**src/rtl/op_sequencer_pkg.sv**
```systemverilog
// Shared constants for the macro-op sequencer: macro opcodes,
// micro-op codes and the FSM state encoding.
package op_sequencer_pkg;

    localparam logic [2:0] MAC_LOAD  = 3'd0;
    localparam logic [2:0] MAC_ADD   = 3'd1;
    localparam logic [2:0] MAC_MOVE  = 3'd2;
    localparam logic [2:0] MAC_SHR   = 3'd3;
    localparam logic [2:0] MAC_STORE = 3'd4;
    localparam logic [2:0] MAC_MUL   = 3'd5;

    localparam logic [4:0] MOP_LOAD_CLR = 5'd0;
    localparam logic [4:0] MOP_LOAD_ADD = 5'd1;
    localparam logic [4:0] MOP_CLRX_ADD = 5'd2;
    localparam logic [4:0] MOP_SHR      = 5'd3;
    localparam logic [4:0] MOP_STORE    = 5'd4;
    localparam logic [4:0] MOP_NOP      = 5'd31;

    localparam int CNT_W = 5;

    typedef enum logic [2:0] {
        S_IDLE,
        S_SINGLE,
        S_SHIFT,
        S_MUL_ADD,
        S_MUL_SHR,
        S_MUL_STORE
    } state_e;

    // A count field of zero stands for the full sixteen iterations.
    function automatic logic [CNT_W-1:0] iter_count(input logic [3:0] c);
        return (c == 4'd0) ? 5'd16 : {1'b0, c};
    endfunction

endpackage

```
**src/rtl/op_down_counter.sv**
```systemverilog
// Remaining-iteration counter: loads N, counts down per iteration
// and flags the final iteration; it never steps below 1.
module op_down_counter
    import op_sequencer_pkg::*;
(
    input  logic             clk,
    input  logic             reset,
    input  logic             i_load,
    input  logic [CNT_W-1:0] i_load_val,
    input  logic             i_dec,
    output logic             o_last
);

    logic [CNT_W-1:0] r_cnt;

    // Load on acceptance, otherwise step down while above one.
    always_ff @(posedge clk) begin
        if (reset) begin
            r_cnt <= '0;
        end else if (i_load) begin
            r_cnt <= i_load_val;
        end else if (i_dec && (r_cnt > 5'd1)) begin
            r_cnt <= r_cnt - 5'd1;
        end
    end

    assign o_last = (r_cnt == 5'd1);

endmodule

```
**src/rtl/op_sequencer.sv**
```systemverilog
// Expands macro-instructions into a registered stream of micro-ops
// for the downstream control decoder.
module op_sequencer
    import op_sequencer_pkg::*;
(
    input  logic       clk,
    input  logic       reset,
    input  logic       instr_valid,
    input  logic [2:0] instr_opcode,
    input  logic [3:0] instr_count,
    output logic       instr_ready,
    output logic [4:0] operacao,
    output logic       op_valid,
    output logic       busy,
    output logic       done,
    output logic       err
);

    state_e     r_state;
    state_e     w_state_n;
    logic [4:0] r_op;
    logic [4:0] w_op_n;
    logic       r_op_valid;
    logic       w_op_valid_n;
    logic       r_done;
    logic       w_done_n;
    logic       r_err;
    logic       w_err_set;
    logic       w_accept;
    logic       w_load;
    logic       w_dec;
    logic       w_last;

    assign w_accept    = instr_valid && (r_state == S_IDLE);
    assign instr_ready = (r_state == S_IDLE);
    assign busy        = !instr_ready;
    assign operacao    = r_op;
    assign op_valid    = r_op_valid;
    assign done        = r_done;
    assign err         = r_err;

    op_down_counter u_cnt (
        .clk        (clk),
        .reset      (reset),
        .i_load     (w_load),
        .i_load_val (iter_count(instr_count)),
        .i_dec      (w_dec),
        .o_last     (w_last)
    );

    // State and all outputs are registered; reset wins over a handshake.
    always_ff @(posedge clk) begin
        if (reset) begin
            r_state    <= S_IDLE;
            r_op       <= MOP_NOP;
            r_op_valid <= 1'b0;
            r_done     <= 1'b0;
            r_err      <= 1'b0;
        end else begin
            r_state    <= w_state_n;
            r_op       <= w_op_n;
            r_op_valid <= w_op_valid_n;
            r_done     <= w_done_n;
            r_err      <= r_err | w_err_set;
        end
    end

    // Next state plus the micro-op to present in the following cycle.
    always_comb begin
        w_state_n    = r_state;
        w_op_n       = MOP_NOP;
        w_op_valid_n = 1'b0;
        w_done_n     = 1'b0;
        w_err_set    = 1'b0;
        w_load       = 1'b0;
        w_dec        = 1'b0;
        case (r_state)
            S_IDLE: begin
                if (w_accept) begin
                    w_load       = 1'b1;
                    w_op_valid_n = 1'b1;
                    case (instr_opcode)
                        MAC_LOAD: begin
                            w_state_n = S_SINGLE;
                            w_op_n    = MOP_LOAD_CLR;
                        end
                        MAC_ADD: begin
                            w_state_n = S_SINGLE;
                            w_op_n    = MOP_LOAD_ADD;
                        end
                        MAC_MOVE: begin
                            w_state_n = S_SINGLE;
                            w_op_n    = MOP_CLRX_ADD;
                        end
                        MAC_STORE: begin
                            w_state_n = S_SINGLE;
                            w_op_n    = MOP_STORE;
                        end
                        MAC_SHR: begin
                            w_state_n = S_SHIFT;
                            w_op_n    = MOP_SHR;
                        end
                        MAC_MUL: begin
                            w_state_n = S_MUL_ADD;
                            w_op_n    = MOP_CLRX_ADD;
                        end
                        default: begin
                            w_op_valid_n = 1'b0;
                            w_err_set    = 1'b1;
                            w_done_n     = 1'b1;
                        end
                    endcase
                end
            end
            S_SINGLE: begin
                w_state_n = S_IDLE;
                w_done_n  = 1'b1;
            end
            S_SHIFT: begin
                w_dec = 1'b1;
                if (w_last) begin
                    w_state_n = S_IDLE;
                    w_done_n  = 1'b1;
                end else begin
                    w_op_n       = MOP_SHR;
                    w_op_valid_n = 1'b1;
                end
            end
            S_MUL_ADD: begin
                w_state_n    = S_MUL_SHR;
                w_op_n       = MOP_SHR;
                w_op_valid_n = 1'b1;
            end
            S_MUL_SHR: begin
                w_dec        = 1'b1;
                w_op_valid_n = 1'b1;
                if (w_last) begin
                    w_state_n = S_MUL_STORE;
                    w_op_n    = MOP_STORE;
                end else begin
                    w_state_n = S_MUL_ADD;
                    w_op_n    = MOP_CLRX_ADD;
                end
            end
            S_MUL_STORE: begin
                w_state_n = S_IDLE;
                w_done_n  = 1'b1;
            end
            default: begin
                w_state_n = S_IDLE;
            end
        endcase
    end

endmodule
```
**config.mk**
```make
export PLATFORM = sky130hd
export DESIGN_NAME = op_sequencer
export DESIGN_NICKNAME = d
export VERILOG_FILES = /design/src/rtl/op_sequencer_pkg.sv /design/src/rtl/op_down_counter.sv /design/src/rtl/op_sequencer.sv
export SDC_FILE = /design/constraint.sdc
export NUM_CORES = 1
export LEC_CHECK = 0
export BUFFER_PORTS_ARGS = -buffer_cell sky130_fd_sc_hd__buf_4
export CELL_PAD_IN_SITES_DETAIL_PLACEMENT = 1
export CELL_PAD_IN_SITES_GLOBAL_PLACEMENT = 2
export CORE_UTILIZATION = 32
export CTS_BUF_LIST = sky130_fd_sc_hd__clkbuf_16
export DETAILED_ROUTE_END_ITERATION = 10
export HOLD_SLACK_MARGIN = 0.1
export PLACE_DENSITY_LB_ADDON = 0.1
export SYNTH_ARGS = -nofsm -noshare
export SYNTH_HDL_FRONTEND = slang
export SYNTH_HIERARCHICAL = 1
export SYNTH_SLANG_ARGS = --single-unit
```
**constraint.sdc**
```tcl
create_clock -name clk -period 6.3 [get_ports clk]
set_clock_uncertainty 0.2 [all_clocks]
set_input_delay 1.26 -clock clk [delete_from_list [all_inputs] [get_ports clk]]
set_output_delay 1.26 -clock clk [all_outputs]
set_load 0.02 [all_outputs]
```
==> metrics.cfg <==
[cells_and_area]
diodes=0
layout_commonest_cell=buf_4
drive_gt1_share_pct=23.9
fin_cells=147
area_growth_pct=25.3
final_nets=130
final_cell_mix=19 x buf_4, 15 x dfxtp_1, 9 x nor2_1, 8 x inv_1, 7 x nor2b_1
final_util_pct=42.6

[synthesis]
yosys_warnings=6
synth_edf_count=0
synth_top_cell_by_area=dfxtp_1
synth_seq_area_share_pct=35.3
syn_area_per_cell_um2=8.26
synth-main-ff-cell=dfxtp_1
synth_area_leaders=dfxtp_1 35%, nor2b_1 5.1%, nor2_1 4.0%
synth-seq-cells=15
synth_nets=115
synthArstFlopShare_pct=0
synth_top_area_share_pct=35.3
syn_area_um2=851
synthCells=103
yosys.cell_types.count=44

[worst_setup_path]
cp.arrival_ns=1.32
cp-start-kind=flip-flop
critical_path_class=flip-flop to output port
worstSetupEndpointType=output port
required_ns=4.84
worstPathMaxFanout=7

[timing]
hold_viol_final=0
post-route-period-util_pct=44.1
relSlewSlack_pct=59.9
max_freq_mhz=360
setup-violations-final=0
period_needed_ns=2.78
tightest_slew_ns=0.597
drv_slew=0
rsz0062_at_grt=false
fin_setup_tns_ns=0

[drt]
vias=760
viasPerCell=5.17
wl_um=2060
ant_nets=0
drc=0
wl_per_cell_um=14.0
dr.pass1.iters=2
drt_iter0_drc=2

[placement]
dp.cells=143
place.gp.congestion=0.738
io_buffer_count=19
dp_hpwl_um=1520

[clock_network]
numCtsBuffers=3
cts_setup_buffers=0
hold_buffers=0
clkTransAtPathRegs_ns=0.05
clock_latency_ns=0.25
cts_tree=built
cts-root-buf=clkbuf_16
clock-sinks=15
cts_resized=0
h-tree-depth=1
clk_path_buf_depth=2

[floorplan]
ios=20
core_area_mm2=0.00250
die_h_um=53.6
die_area_mm2=0.00287
initial_core_util_pct=34.0
fp-row-count=18
dieWidth_um=53.6

[pwr]
total_power_mw=0.344
powerDensity_mw_per_mm2=323
ir_drop_v=0.000198
p_leak_nw=0.423

[grt]
antenna_found_initial=0
grt_overflow=0
grt_pass1_vias=757
groute.usage.overall_pct=17.3
grt_pass1_wl_um=3460
grt_max_degree=17

[run_status]
outcome=complete, no violations

[min_path]
min_path_type=flip-flop to flip-flop

[run]
maxCapViolations=0

logic make-up (layout without fill, tap and decap cells):
family	count (synthesis)	count (layout)	share of synthesized area, %
AO/OA/AOI/OAI	27	27	23.1
adder cells (fa/ha/maj)	2	2	2.94
buffers and inverters	17	31	8.82
flip-flops	15	15	35.3
XOR/XNOR	1	1	1.03
multiplexers	1	1	1.18
AND/OR/NAND/NOR	40	40	27.6
where the power goes:
part | leakage [nW] | internal (mW) | switching (mW)
combinational | 0.259 | 0.0414 | 0.0563
clock | 0.0409 | 0.0849 | 0.0416
sequential | 0.124 | 0.108 | 0.0117
total | 0.423 | 0.234 | 0.110
synth_stat cells (all sizes together) (2+ instances only):
| master | instances |
|---|---|
| nor3 | 3 |
| nand3 | 2 |
| o21ai | 4 |
| ha | 2 |
| a221oi | 2 |
| or4 | 2 |
| inv | 8 |
| nor2 | 9 |
| dfxtp | 15 |
| and2b | 2 |
| buf | 2 |
| a21oi | 6 |
| nand2 | 4 |
| nor2b | 7 |
| nor4b | 2 |
| nor4 | 2 |
| clkbuf | 7 |
| a211oi | 2 |
critical path, cell delays in order, from the launching register on:
cell and delay [ns]:
dfxtp_1 0.37, nor3_1 0.34, inv_1 0.17, buf_4 0.19
metal layers:
layer	vias up	GRT usage, %	routed length (um)
li1	396	-	-
met1	346	19.0	913
met2	14	30.4	1040
met3	4	4.24	71
met4	0	9.21	41
met5	-	0	0
state kept, by name, indices dropped and copies added (netlist names):
signal       cells
u_cnt/r_cnt      5
operacao         4
r_state          3
done             1
err              1
op_valid         1
stage by stage:
step           cell area, um2  hold slack (ns)  worst slack [ns]
6_report                 1070            0.249              3.52
5_1_grt                  1070            0.292              3.36
4_1_cts                  1070            0.254              3.49
3_5_place_dp              986            0.246              3.69
3_3_place_gp              986            0.239              3.70
2_1_floorplan             851            0.283              3.55
worst paths after layout:
path	start	end	slack, ns	cells past startpoint
worst min register to register	err	err	0.25	2
worst max register to register	r_state[1]	u_cnt/r_cnt[4]	3.92	6
worst min-delay path	err	err	0.25	2
worst max-delay path	r_state[1]	busy	3.52	3
area by class of cell:
class | count | area, um2
repair buffers | 19 | 143
flip-flops and latches | 15 | 300
well taps | 30 | 37.5
clock buffers | 3 | 75.1
fillers | 302 | 1430
clock inverters | 1 | 5.00
multi-input cells | 71 | 475
inverters | 8 | 30.0
No activity file was read; power rests on OpenSTA's default activity.
